--- config.mk ---
export PLATFORM = sky130hd
export DESIGN_NAME = sd_spi_master
export DESIGN_NICKNAME = d
export VERILOG_FILES = /design/src/rtl/sd_spi_pkg.sv /design/src/rtl/sd_spi_master.sv
export SDC_FILE = /design/constraint.sdc
export NUM_CORES = 1
export LEC_CHECK = 0
export ABC_AREA = 0
export BUFFER_PORTS_ARGS = -buffer_cell sky130_fd_sc_hd__buf_2
export CAP_MARGIN = 20
export CORE_ASPECT_RATIO = 2
export CORE_MARGIN = 10
export CORE_UTILIZATION = 29
export CTS_BUF_LIST = sky130_fd_sc_hd__clkbuf_2 sky130_fd_sc_hd__clkbuf_4 sky130_fd_sc_hd__clkbuf_8
export DETAILED_ROUTE_END_ITERATION = 7
export PLACE_DENSITY = 0.5
export SETUP_SLACK_MARGIN = 0.3
export SLEW_MARGIN = 20
export SYNTH_ARGS = -nofsm -noshare
export SYNTH_HDL_FRONTEND = slang
export SYNTH_SLANG_ARGS = --single-unit
--- constraint.sdc ---
create_clock -name clk_sys -period 3 [get_ports clk_sys]
set_clock_uncertainty 0.2 [all_clocks]
set_input_delay 0.15 -clock clk_sys [delete_from_list [all_inputs] [get_ports clk_sys]]
set_output_delay 0.15 -clock clk_sys [all_outputs]
set_load 0.01 [all_outputs]
--- src/rtl/sd_spi_pkg.sv ---
// Shared types and constants for the SD-card SPI master.
// Divider presets are SCK half-period minus one, in 25 MHz clk_sys cycles.
package sd_spi_pkg;

   typedef enum logic [1:0] {
      IDLE,
      LOW,
      HIGH
   } state_t;

   localparam int         DIV_W_DEFAULT = 8;
   localparam logic [7:0] SD_INIT_DIV   = 8'd31;  // ~390 kHz for card init
   localparam logic [7:0] SD_FAST_DIV   = 8'd0;   // clk_sys/2 for data

endpackage

--- src/rtl/sd_spi_master.sv ---
// Byte-wide SPI mode-0 master for the SD link: start/done handshake, MSB first,
// programmable SCK half-period, all outputs registered.
module sd_spi_master
   import sd_spi_pkg::*;
#(
   parameter int DIV_W = DIV_W_DEFAULT
) (
   input  logic             clk_sys,
   input  logic             reset,
   input  logic [DIV_W-1:0] clk_div,
   input  logic             cs_n_req,
   input  logic             start,
   input  logic [7:0]       tx_data,
   output logic             busy,
   output logic             done,
   output logic [7:0]       rx_data,
   output logic             sck,
   output logic             mosi,
   input  logic             miso,
   output logic             ss
);

   state_t           state;
   logic [DIV_W-1:0] div_q;
   logic [DIV_W-1:0] cnt;
   logic [2:0]       bit_cnt;
   logic [7:0]       tx_sh;
   logic [7:0]       rx_sh;

   always_ff @(posedge clk_sys or posedge reset) begin
      if (reset) begin
         state   <= IDLE;
         sck     <= 1'b0;
         mosi    <= 1'b1;
         ss      <= 1'b1;
         busy    <= 1'b0;
         done    <= 1'b0;
         rx_data <= 8'h00;
         div_q   <= '0;
         cnt     <= '0;
         bit_cnt <= 3'd0;
         tx_sh   <= 8'h00;
         rx_sh   <= 8'h00;
      end else begin
         done <= 1'b0;
         case (state)
            IDLE: begin
               // ss only follows the request between bytes, never mid-byte
               ss <= cs_n_req;
               if (start) begin
                  tx_sh   <= tx_data;
                  div_q   <= clk_div;
                  cnt     <= clk_div;
                  mosi    <= tx_data[7];
                  bit_cnt <= 3'd0;
                  busy    <= 1'b1;
                  state   <= LOW;
               end
            end
            LOW: begin
               if (cnt == '0) begin
                  sck   <= 1'b1;
                  rx_sh <= {rx_sh[6:0], miso};
                  cnt   <= div_q;
                  state <= HIGH;
               end else begin
                  cnt <= cnt - 1'b1;
               end
            end
            HIGH: begin
               if (cnt == '0) begin
                  sck <= 1'b0;
                  if (bit_cnt == 3'd7) begin
                     // all eight bits were captured on the rising edges
                     rx_data <= rx_sh;
                     done    <= 1'b1;
                     busy    <= 1'b0;
                     mosi    <= 1'b1;
                     state   <= IDLE;
                  end else begin
                     tx_sh   <= {tx_sh[6:0], 1'b0};
                     mosi    <= tx_sh[6];
                     bit_cnt <= bit_cnt + 3'd1;
                     cnt     <= div_q;
                     state   <= LOW;
                  end
               end else begin
                  cnt <= cnt - 1'b1;
               end
            end
            default: state <= IDLE;
         endcase
      end
   end

endmodule

Word level (Yosys, flattened, before mapping):

Index checks and enable logic that the tools add are counted.

* register bits after elaboration: 49
* output and inout bits: 13
* logic and storage cells: 69

* add/sub/neg operators: 2
* equal/unequal tests: 9
* multiplexer cells: 32
* reduce and logical (&&, ||, !) cells: 14

Operator list (count)
* $mux 8: 4
* $pmux 8 s3: 1
* $mux 7: 3
* $reduce_and 3->1: 5
* $pmux 7 s2: 1
* $mux 1: 12
* $ne 2x2->1 const B: 5
* $mux 3: 3
* $logic_not 8->1: 1
* $reduce_and 4->1: 2
* $sub 8x1->8 const B: 1
* $mux 2: 3
* $pmux 1 s2: 3
* $pmux 2 s3: 1
* $pmux 3 s2: 1
* $reduce_and 2->1: 2
* $reduce_bool 2->1: 2
* $add 3x1->3 const B: 1
* $eq 3x3->1 const B: 1
* $ne 3x3->1 const B: 1
* $reduce_bool 3->1: 1
* $eq 2x1->1 const B: 1
* $eq 2x2->1 const B: 1
* $logic_not 2->1: 1

Logic depth before layout (Yosys ltp):

Gate-level depths: netlist (run 1).

* word-level depth: 4
* mapped depth: 8
* depth with buffers taken out: 6

Worst setup path before layout (run 1):

No wires, ideal clock.

* path type: register to register
* from: reg cnt[0]
* to: reg tx_sh[1]
* data arrival time: 1.921 ns
* setup slack: 0.754 ns
* cell stages (with the launch flop): 7
* path buffers: 0
* period minus slack after synthesis: 2.246 ns
* path through: dfrtp_1 > inv_1 > ha_1 > nor3b_1 > nand3_1 > a21oi_4 > mux2_2

* longest elaborated chain between the ends: 3

Ends and longest elaborated chain
* from (decl): line sd_spi_master.sv:25 `logic [DIV_W-1:0] cnt;`
* from (signal assigned): line sd_spi_master.sv:53 `cnt <= clk_div;`
* from (signal assigned): line sd_spi_master.sv:64 `cnt <= div_q;`
* from (signal assigned): line sd_spi_master.sv:67 `cnt <= cnt - 1'b1;`
* $logic_not 8->1: line sd_spi_master.sv:71 `if (cnt == '0) begin`
* $ne 2x2->1 (no line)
* $reduce_and 4->1 (no line)
* to (signal assigned): line sd_spi_master.sv:51 `tx_sh <= tx_data;`
* to (signal assigned): line sd_spi_master.sv:81 `tx_sh <= {tx_sh[6:0], 1'b0};`
* to (decl): line sd_spi_master.sv:27 `logic [7:0] tx_sh;`

Every way passes these cells.
A chain may end at the register's enable or synchronous reset.

Final worst setup path (run 1):

* from: reg cnt[0]
* to: reg tx_sh[3]

The elaborated chain is that of the path after synthesis.

==> results.md, run 1 <==
* Die height at 151 um
* Nature of the critical path endpoint: register
* Count of buffering cells on the critical path with inverters included at 1
* Share of layout cells above drive strength 1 at 36.8%
* Min Clock Period, post-route at 2.39 ns
* Normalized max-slew margin at 41.2%
* Drt drc at 0
* Reg2Reg Setup Slack at 0.61 ns
* VDD IR max at 0.256 mV
* Final Hold Vio Count at 0
* Crit Reg-Reg Endpoint: tx_sh[3]$_DFFE_PP0P_
* Aggregate routed wire length at 5.84 mm
* Net total in the final layout at 286
* Synth unique cells at 46
* Run status: finished, final reports clean
* Post-Syn Instances at 207
* Global-route usage over all layers at 9.63%
* Post-synthesis register bit count at 49
* Post-detailed-route via-to-cell ratio at 4.85
* Via count at 1726
* Area inside the core boundary at 8350 um^2
* Postcts setup bufs at 0
* Hold path cells at 3
* Hold EP: tx_sh[3]$_DFFE_PP0P_
* Detailed Route Iter0 Violations at 96
* Number of enable flip-flop cells after synthesis at 0
* Horizontal die dimension at 85.6 um
* Yosys Warn Count at 0
* Delay-heaviest family, CP: simple AND/OR/NAND/NOR gates
* Power density of the placed cells at 799 nW/um^2
* Signal arrival time at the worst endpoint at 2.38 ns
* Critical-path cell list: inv_1 > ha_1 > nor3b_2 > nand3_1 > a21oi_4 > mux2_2
* Total congestion overflow at 0
* Routed length per instance at 16.4 um
* Layout Area Growth over Synthesis at 22.0%
* Initial cell density of the core at 29.8%
* Number of port buffers at 33
* HPWL after detailed placement at 4.39 mm
* Remaining number of nets flagged by the antenna check after routing at 0
* Achievable clock frequency at 419 MHz
* Reg2Reg Depth at 6
* Cell at the root of the clock tree: clkbuf_8
* Number of maximum-capacitance violations at 0
* CP required at 2.99 ns
* Global-route wire length before repair at 9.98 mm
* Total chip power at 2.43 mW
* Netlist area before placement at 2490 um^2
* Largest driver fanout on the critical path at 10
* CTS Buffer Depth at 2
* Hold_ws at 0.00659 ns
* Num Clock Sinks at 49
* Boundary pin count at 34
* Worst min-delay path category: in -> reg
* Accumulated negative setup slack at 0 ns
* Syn Area/Cell at 12.0 um^2
* Antenna violations before repair at 0
* Length of the first detailed-routing pass in iterations at 4
* Utilization after layout at 36.4%
* Number of clock buffers inserted by TritonCTS at 5
* Asr flop ratio synth at 100%
* Number of fill cells in the layout at 838
* Synthesized netlist net count at 236
* Seq/Total Area, Yosys at 49.3%
* Diode insertion count for antenna repair at 0
* Startpoint Class: register
* Worst-Margin Slew at 0.882 ns
* Rows at 47
* RR Startpoint: cnt[0]$_DFFE_PP0P_
* Slowest cell delay on critical path at 0.43 ns
* Final weighted congestion of routability-driven global placement at 0.812
* Slowest-stage cell, CP: dfrtp_1
* Count of endpoints failing setup in the final report at 0
* Via count of the first global-routing pass at 1993
* Largest net degree at the start of global routing at 50
* Critical path class: reg -> reg
* Die area at 12900 um^2
* H-tree depth reported by CTS at 2
* Portion of the clock cycle consumed by the worst path in the final layout at 79.6%
* Clock latency on the worst-skew pair at 0.31 ns
* Startpoint of the most critical hold path: tx_data[3]
* Max-slew violation count at 0
* Clock transition time at the flip-flop clock pins of the worst setup and hold paths at 0.09 ns
* Unrepaired setup endpoints after global routing: no
* Static leakage at 1.44 nW
* CTS tree: done
* Prevailing post-synth register cell: dfrtp_1
-- how the worst max path moves through the flow --
| stage | from | to | slack (ns) | depth (start not counted) |
|---|---|---|---|---|
| 3_5_place_dp | cnt[0]$_DFFE_PP0P_ | tx_sh[3]$_DFFE_PP0P_ | 0.41 | 6 |
| 4_1_cts | cnt[0]$_DFFE_PP0P_ | tx_sh[3]$_DFFE_PP0P_ | 0.38 | 6 |
| 6_report | cnt[0]$_DFFE_PP0P_ | tx_sh[3]$_DFFE_PP0P_ | 0.61 | 6 |
| 2_1_floorplan | cnt[0]$_DFFE_PP0P_ | tx_sh[1]$_DFFE_PP0P_ | 0.75 | 6 |
| 3_3_place_gp | cnt[0]$_DFFE_PP0P_ | tx_sh[4]$_DFFE_PP0P_ | 0.47 | 6 |
| 5_1_grt | cnt[0]$_DFFE_PP0P_ | tx_sh[5]$_DFFE_PP0P_ | 0.43 | 6 |
-- tightest hold or removal path, delay by kind of cell --
family,cells,cell delay [ns]
buffers and inverters,1,0.07
multiplexers,2,0.25
-- per-layer routing --
layer | vias up | GRT usage (%) | wire, um
li1 | 841 | - | -
met1 | 864 | 9.22 | 2110
met2 | 15 | 18.9 | 3510
met3 | 6 | 1.67 | 106
met4 | 0 | 4.47 | 115
met5 | - | 0 | 0
-- layout by cell type, fill, tap and decap left out, types with 3 or more instances in the layout --
master,instances
dfrtp_1,47
a31oi_1,6
nand2b_1,8
nand2_1,3
nor3_1,3
mux2_4,8
nor2b_1,5
dlygate4sd3_1,14
buf_4,4
o2bb2ai_1,4
o211ai_1,4
a21oi_1,10
nor2_1,10
inv_1,11
buf_2,33
mux2_2,29
o21ai_0,3
clkbuf_8,6
nand3_1,5
ha_1,8
-- kinds of logic (layout without fill, tap and decap cells) --
group	count (synthesis)	in the layout	synth area share, %
xor+xnor	3	3	1.05
fa+ha+maj	8	8	4.02
mux	39	39	18.7
flops	49	49	49.3
simple gates	46	46	11.1
buf+inv	20	71	3.26
compound gates	42	42	12.5
-- power by group --
part	total [mW]	internal (mW)	switching, mW
combinational	0.878	0.430	0.448
sequential	1.05	0.865	0.181
clock	0.505	0.281	0.224
total	2.43	1.58	0.853
-- sequential cells by signal, summed over array words and instances (netlist names) --
register and flops:
bit_cnt 3, sck 1, div_q 8, ss 1, state 2, rx_sh 8, rx_data 8, cnt 8
done 1, busy 1, tx_sh 7, mosi 1
-- synth_stat cells (2+ instances only) --
cell type | count | area, um^2
nand2b_1 | 8 | 50.1
o2bb2ai_1 | 4 | 35.0
nand3_1 | 5 | 25.0
buf_2 | 2 | 10.0
o211ai_1 | 4 | 30.0
a21oi_1 | 10 | 50.1
nand2_1 | 3 | 11.3
dfrtp_1 | 47 | 1180
mux2i_1 | 2 | 20.0
inv_1 | 12 | 45.0
dfstp_2 | 2 | 52.6
nor3_1 | 3 | 15.0
mux2_4 | 8 | 120
ha_1 | 8 | 100
nor2b_1 | 5 | 31.3
clkbuf_1 | 5 | 18.8
mux2_2 | 29 | 327
a31oi_1 | 6 | 37.5
o21ai_0 | 3 | 15.0
and2_1 | 2 | 12.5
xor2_1 | 2 | 17.5
nor3b_1 | 3 | 22.5
nor2_1 | 10 | 37.5
and3_1 | 2 | 12.5
-- what timing repair did --
action | 4_1_cts | 5_1_grt
gates resized for setup | 0 | 1
hold buffers | 14 | 0
hold endpoints to repair | 64 | 0
setup endpoints to repair | 0 | 15
-- cell type report --
type | count | area (um^2) | area share, %
inverter | 12 | 46.3 | 1.52
clock inverter | 1 | 30.0 | 0.988
clock buffer | 7 | 90.1 | 2.96
timing repair buffer | 51 | 335 | 11.0
sequential | 49 | 1230 | 40.4
tap | 98 | 123 | 4.03
multi-input combinational | 138 | 1190 | 39.1
-- stage by stage --
| stage | instances | setup slack (ns) | area [um^2] |
|---|---|---|---|
| after floorplan | 207 | 0.754 | 2490 |
| after global placement | 334 | 0.472 | 2770 |
| after detailed placement | 334 | 0.407 | 2770 |
| after CTS | 356 | 0.384 | 3030 |
| after global routing | 356 | 0.433 | 3040 |
| final | 356 | 0.612 | 3040 |
Note: power is estimated with default switching activity, not from simulation.
==> run 2: changes to the inputs <==
==> constraint.sdc (replaced) <==
create_clock -name clk_sys -period 2.5 [get_ports clk_sys]
set_clock_uncertainty 0.2 [all_clocks]
set_input_delay 0.125 -clock clk_sys [delete_from_list [all_inputs] [get_ports clk_sys]]
set_output_delay 0.125 -clock clk_sys [all_outputs]
set_load 0.01 [all_outputs]
==> run 2 against run 1 <==
  * Flip-flop and latch count did not move
  * Cell count rose by 4.8%
  * Clock power rose by 34%
  * Critical path type unchanged
==> results.md, run 2 (synthesis gave the netlist of run 1 again) <==
* Run status: finished, final reports clean
* Layout Area Growth over Synthesis at 31.9%
* Initial cell density of the core at 29.8% (unchanged)
* CP required at 2.55 ns (-0.44 ns)
* Final Hold Vio Count at 0 (unchanged)
* Length of the first detailed-routing pass in iterations at 4 (unchanged)
* Aggregate routed wire length at 6.13 mm (+4.9%)
* Remaining number of nets flagged by the antenna check after routing at 0 (unchanged)
* Power share of the clock group at 21.2% (+0.4 points)
* Die height at 151 um (unchanged)
* Final weighted congestion of routability-driven global placement at 0.834 (+2.7%)
* Via count of the first global-routing pass at 2068 (+3.8%)
* CTS Buffer Depth at 2 (unchanged)
* CTS tree: done
* Fraction of power spent switching nets at 34.5% (-0.59 points)
* Cell at the root of the clock tree: clkbuf_8
* Boundary pin count at 34 (unchanged)
* Post-detailed-route via-to-cell ratio at 4.92 (+1.4%)
* Global-route usage over all layers at 9.95% (+0.32 points)
* Total congestion overflow at 0 (unchanged)
* Static leakage at 1.54 nW (+7.2%)
* H-tree depth reported by CTS at 2 (unchanged)
* Via count at 1834 (+6.3%)
* Commonest non-fill, non-tap cell in the layout: dfrtp_1
* Startpoint Class: register
* Max-slew violation count at 0 (unchanged)
* Hold_ws at 0.0162 ns (+0.00966 ns)
* Number of port buffers at 33 (unchanged)
* Worst min-delay path category: in -> reg
* Slowest-stage cell, CP: dfrtp_2
* Diode insertion count for antenna repair at 0 (unchanged)
* Power density of the placed cells at 971 nW/um^2 (+22%)
* Clock latency on the worst-skew pair at 0.31 ns (about the same)
* Net total in the final layout at 303 (+5.9%)
* Clock transition time at the flip-flop clock pins of the worst setup and hold paths at 0.09 ns (about the same)
* Drt drc at 0 (unchanged)
* Internal Power at 2.09 mW (+33%)
* Unrepaired setup endpoints after global routing: yes
* Horizontal die dimension at 85.6 um (unchanged)
* Routed length per instance at 16.4 um (+0.11%)
* Worst-Margin Slew at 0.510 ns (-0.372 ns)
* Area inside the core boundary at 8350 um^2 (unchanged)
* Global-route wire length before repair at 10.2 mm (+1.9%)
* Combinational power share at 39.8% (+3.6 points)
* Portion of total power attributed to sequential cells at 39.0% (-4.1 points)
* Number of maximum-capacitance violations at 0 (unchanged)
* Count of endpoints failing setup in the final report at 0 (unchanged)
* Rows at 47 (unchanged)
* VDD IR max at 0.444 mV (+73%)
* Count of buffering cells on the critical path with inverters included at 2 (+1)
* Die area at 12900 um^2 (unchanged)
* Number of clock buffers inserted by TritonCTS at 5 (unchanged)
* Min Clock Period, post-route at 2.14 ns (-0.247 ns)
* Accumulated negative setup slack at 0 ns (unchanged)
* Achievable clock frequency at 467 MHz (+12%)
* Nature of the critical path endpoint: register
* Critical path class: reg -> reg
* Share of layout cells above drive strength 1 at 42.5% (+5.7 points)
* Most used cells in the layout excluding fill and tap cells: 46 x dfrtp_1, 33 x buf_2, 29 x mux2_2, 19 x dlygate4sd3_1, 13 x buf_4
* Antenna violations before repair at 0 (unchanged)
* Delay-heaviest family, CP: simple AND/OR/NAND/NOR gates
* Normalized max-slew margin at 65.9% (+25 points)
* Slowest cell delay on critical path at 0.45 ns (+0.02 ns)
* Largest net degree at the start of global routing at 20 (-60%)
* Largest driver fanout on the critical path at 5 (-5)
* Num Clock Sinks at 49 (unchanged)
* Signal arrival time at the worst endpoint at 2.19 ns (-0.19 ns)
* Net switching power of the design at 1.10 mW (+29%)
* Utilization after layout at 39.4% (+3.0 points)
* HPWL after detailed placement at 4.56 mm (+3.9%)
* Detailed Route Iter0 Violations at 74 (-23%)
* Critical-path cell list: inv_1 > ha_2 > or3b_4 > nor2_8 > buf_12 > nand3_1 > o221a_2
* Portion of the clock cycle consumed by the worst path in the final layout at 85.6% (+6.1 points)
==> run 2: power by group through the flow <==
stage	clock network [mW]	registers, mW	logic, mW
floorplan	0	1.20	0.822
global placement	0	1.24	1.12
detailed placement	0	1.25	1.13
CTS	0.695	1.24	1.25
global route	0.731	1.28	1.40
finish	0.677	1.25	1.27
==> run 2: cell type report <==
cell class | instances | area (um^2)
timing repair buffer | 68 | 513
multi-input combinational | 138 | 1240
fill | 843 | 5060
tap | 98 | 123
clock inverter | 3 | 65.1
clock buffer | 5 | 68.8
inverter | 12 | 45.0
sequential | 49 | 1230
==> run 2: tightest hold or removal path, stage by stage <==
cell and delay [ns]:
buf_2 0.08, o22ai_1 0.07, nand2b_1 0.06, o221a_2 0.16
==> run 2: layer usage <==
layer	vias up	GRT usage, %	share of wire [%]
met5	-	0	0
met4	0	6.46	3.1
met3	12	1.67	1.6
met2	23	19.0	58
met1	917	9.34	37
li1	882	-	-
==> run 2: timing repair <==
action | 4_1_cts | 5_1_grt
endpoints found under the setup margin | 27 | 21
pin swaps | 2 | 2
endpoints found under the hold margin | 71 | 0
hold buffers | 19 | 0
resized for setup | 6 | 8
buffers inserted | 7 | 1
==> run 2: per-stage QoR <==
step	std cells	cell area (um^2)	setup slack (ns)	power [mW]
6_report	373	3290	0.359	3.19
5_1_grt	373	3290	0.286	3.41
4_1_cts	372	3240	0.311	3.19
3_5_place_dp	338	2820	0.131	2.38
3_3_place_gp	338	2820	0.176	2.36
2_1_floorplan	207	2500	0.373	2.02
==> run 2: path summary, 6_finish.rpt <==
kind                                         from                endpoint  slack [ns]  cells after the start
setup / recovery               cnt[1]$_DFFE_PP0P_        mosi$_DFFE_PP1P_        0.36                      7
hold / removal                         tx_data[7]        mosi$_DFFE_PP1P_        0.02                      4
setup reg to reg               cnt[1]$_DFFE_PP0P_        mosi$_DFFE_PP1P_        0.36                      7
hold reg to reg            bit_cnt[0]$_DFFE_PP0P_  bit_cnt[0]$_DFFE_PP0P_        0.30                      1
max in group asynchronous                   reset          ss$_DFFE_PP1N_        1.33                      4
min in group asynchronous                   reset  rx_data[6]$_DFFE_PP0P_        0.13                      3
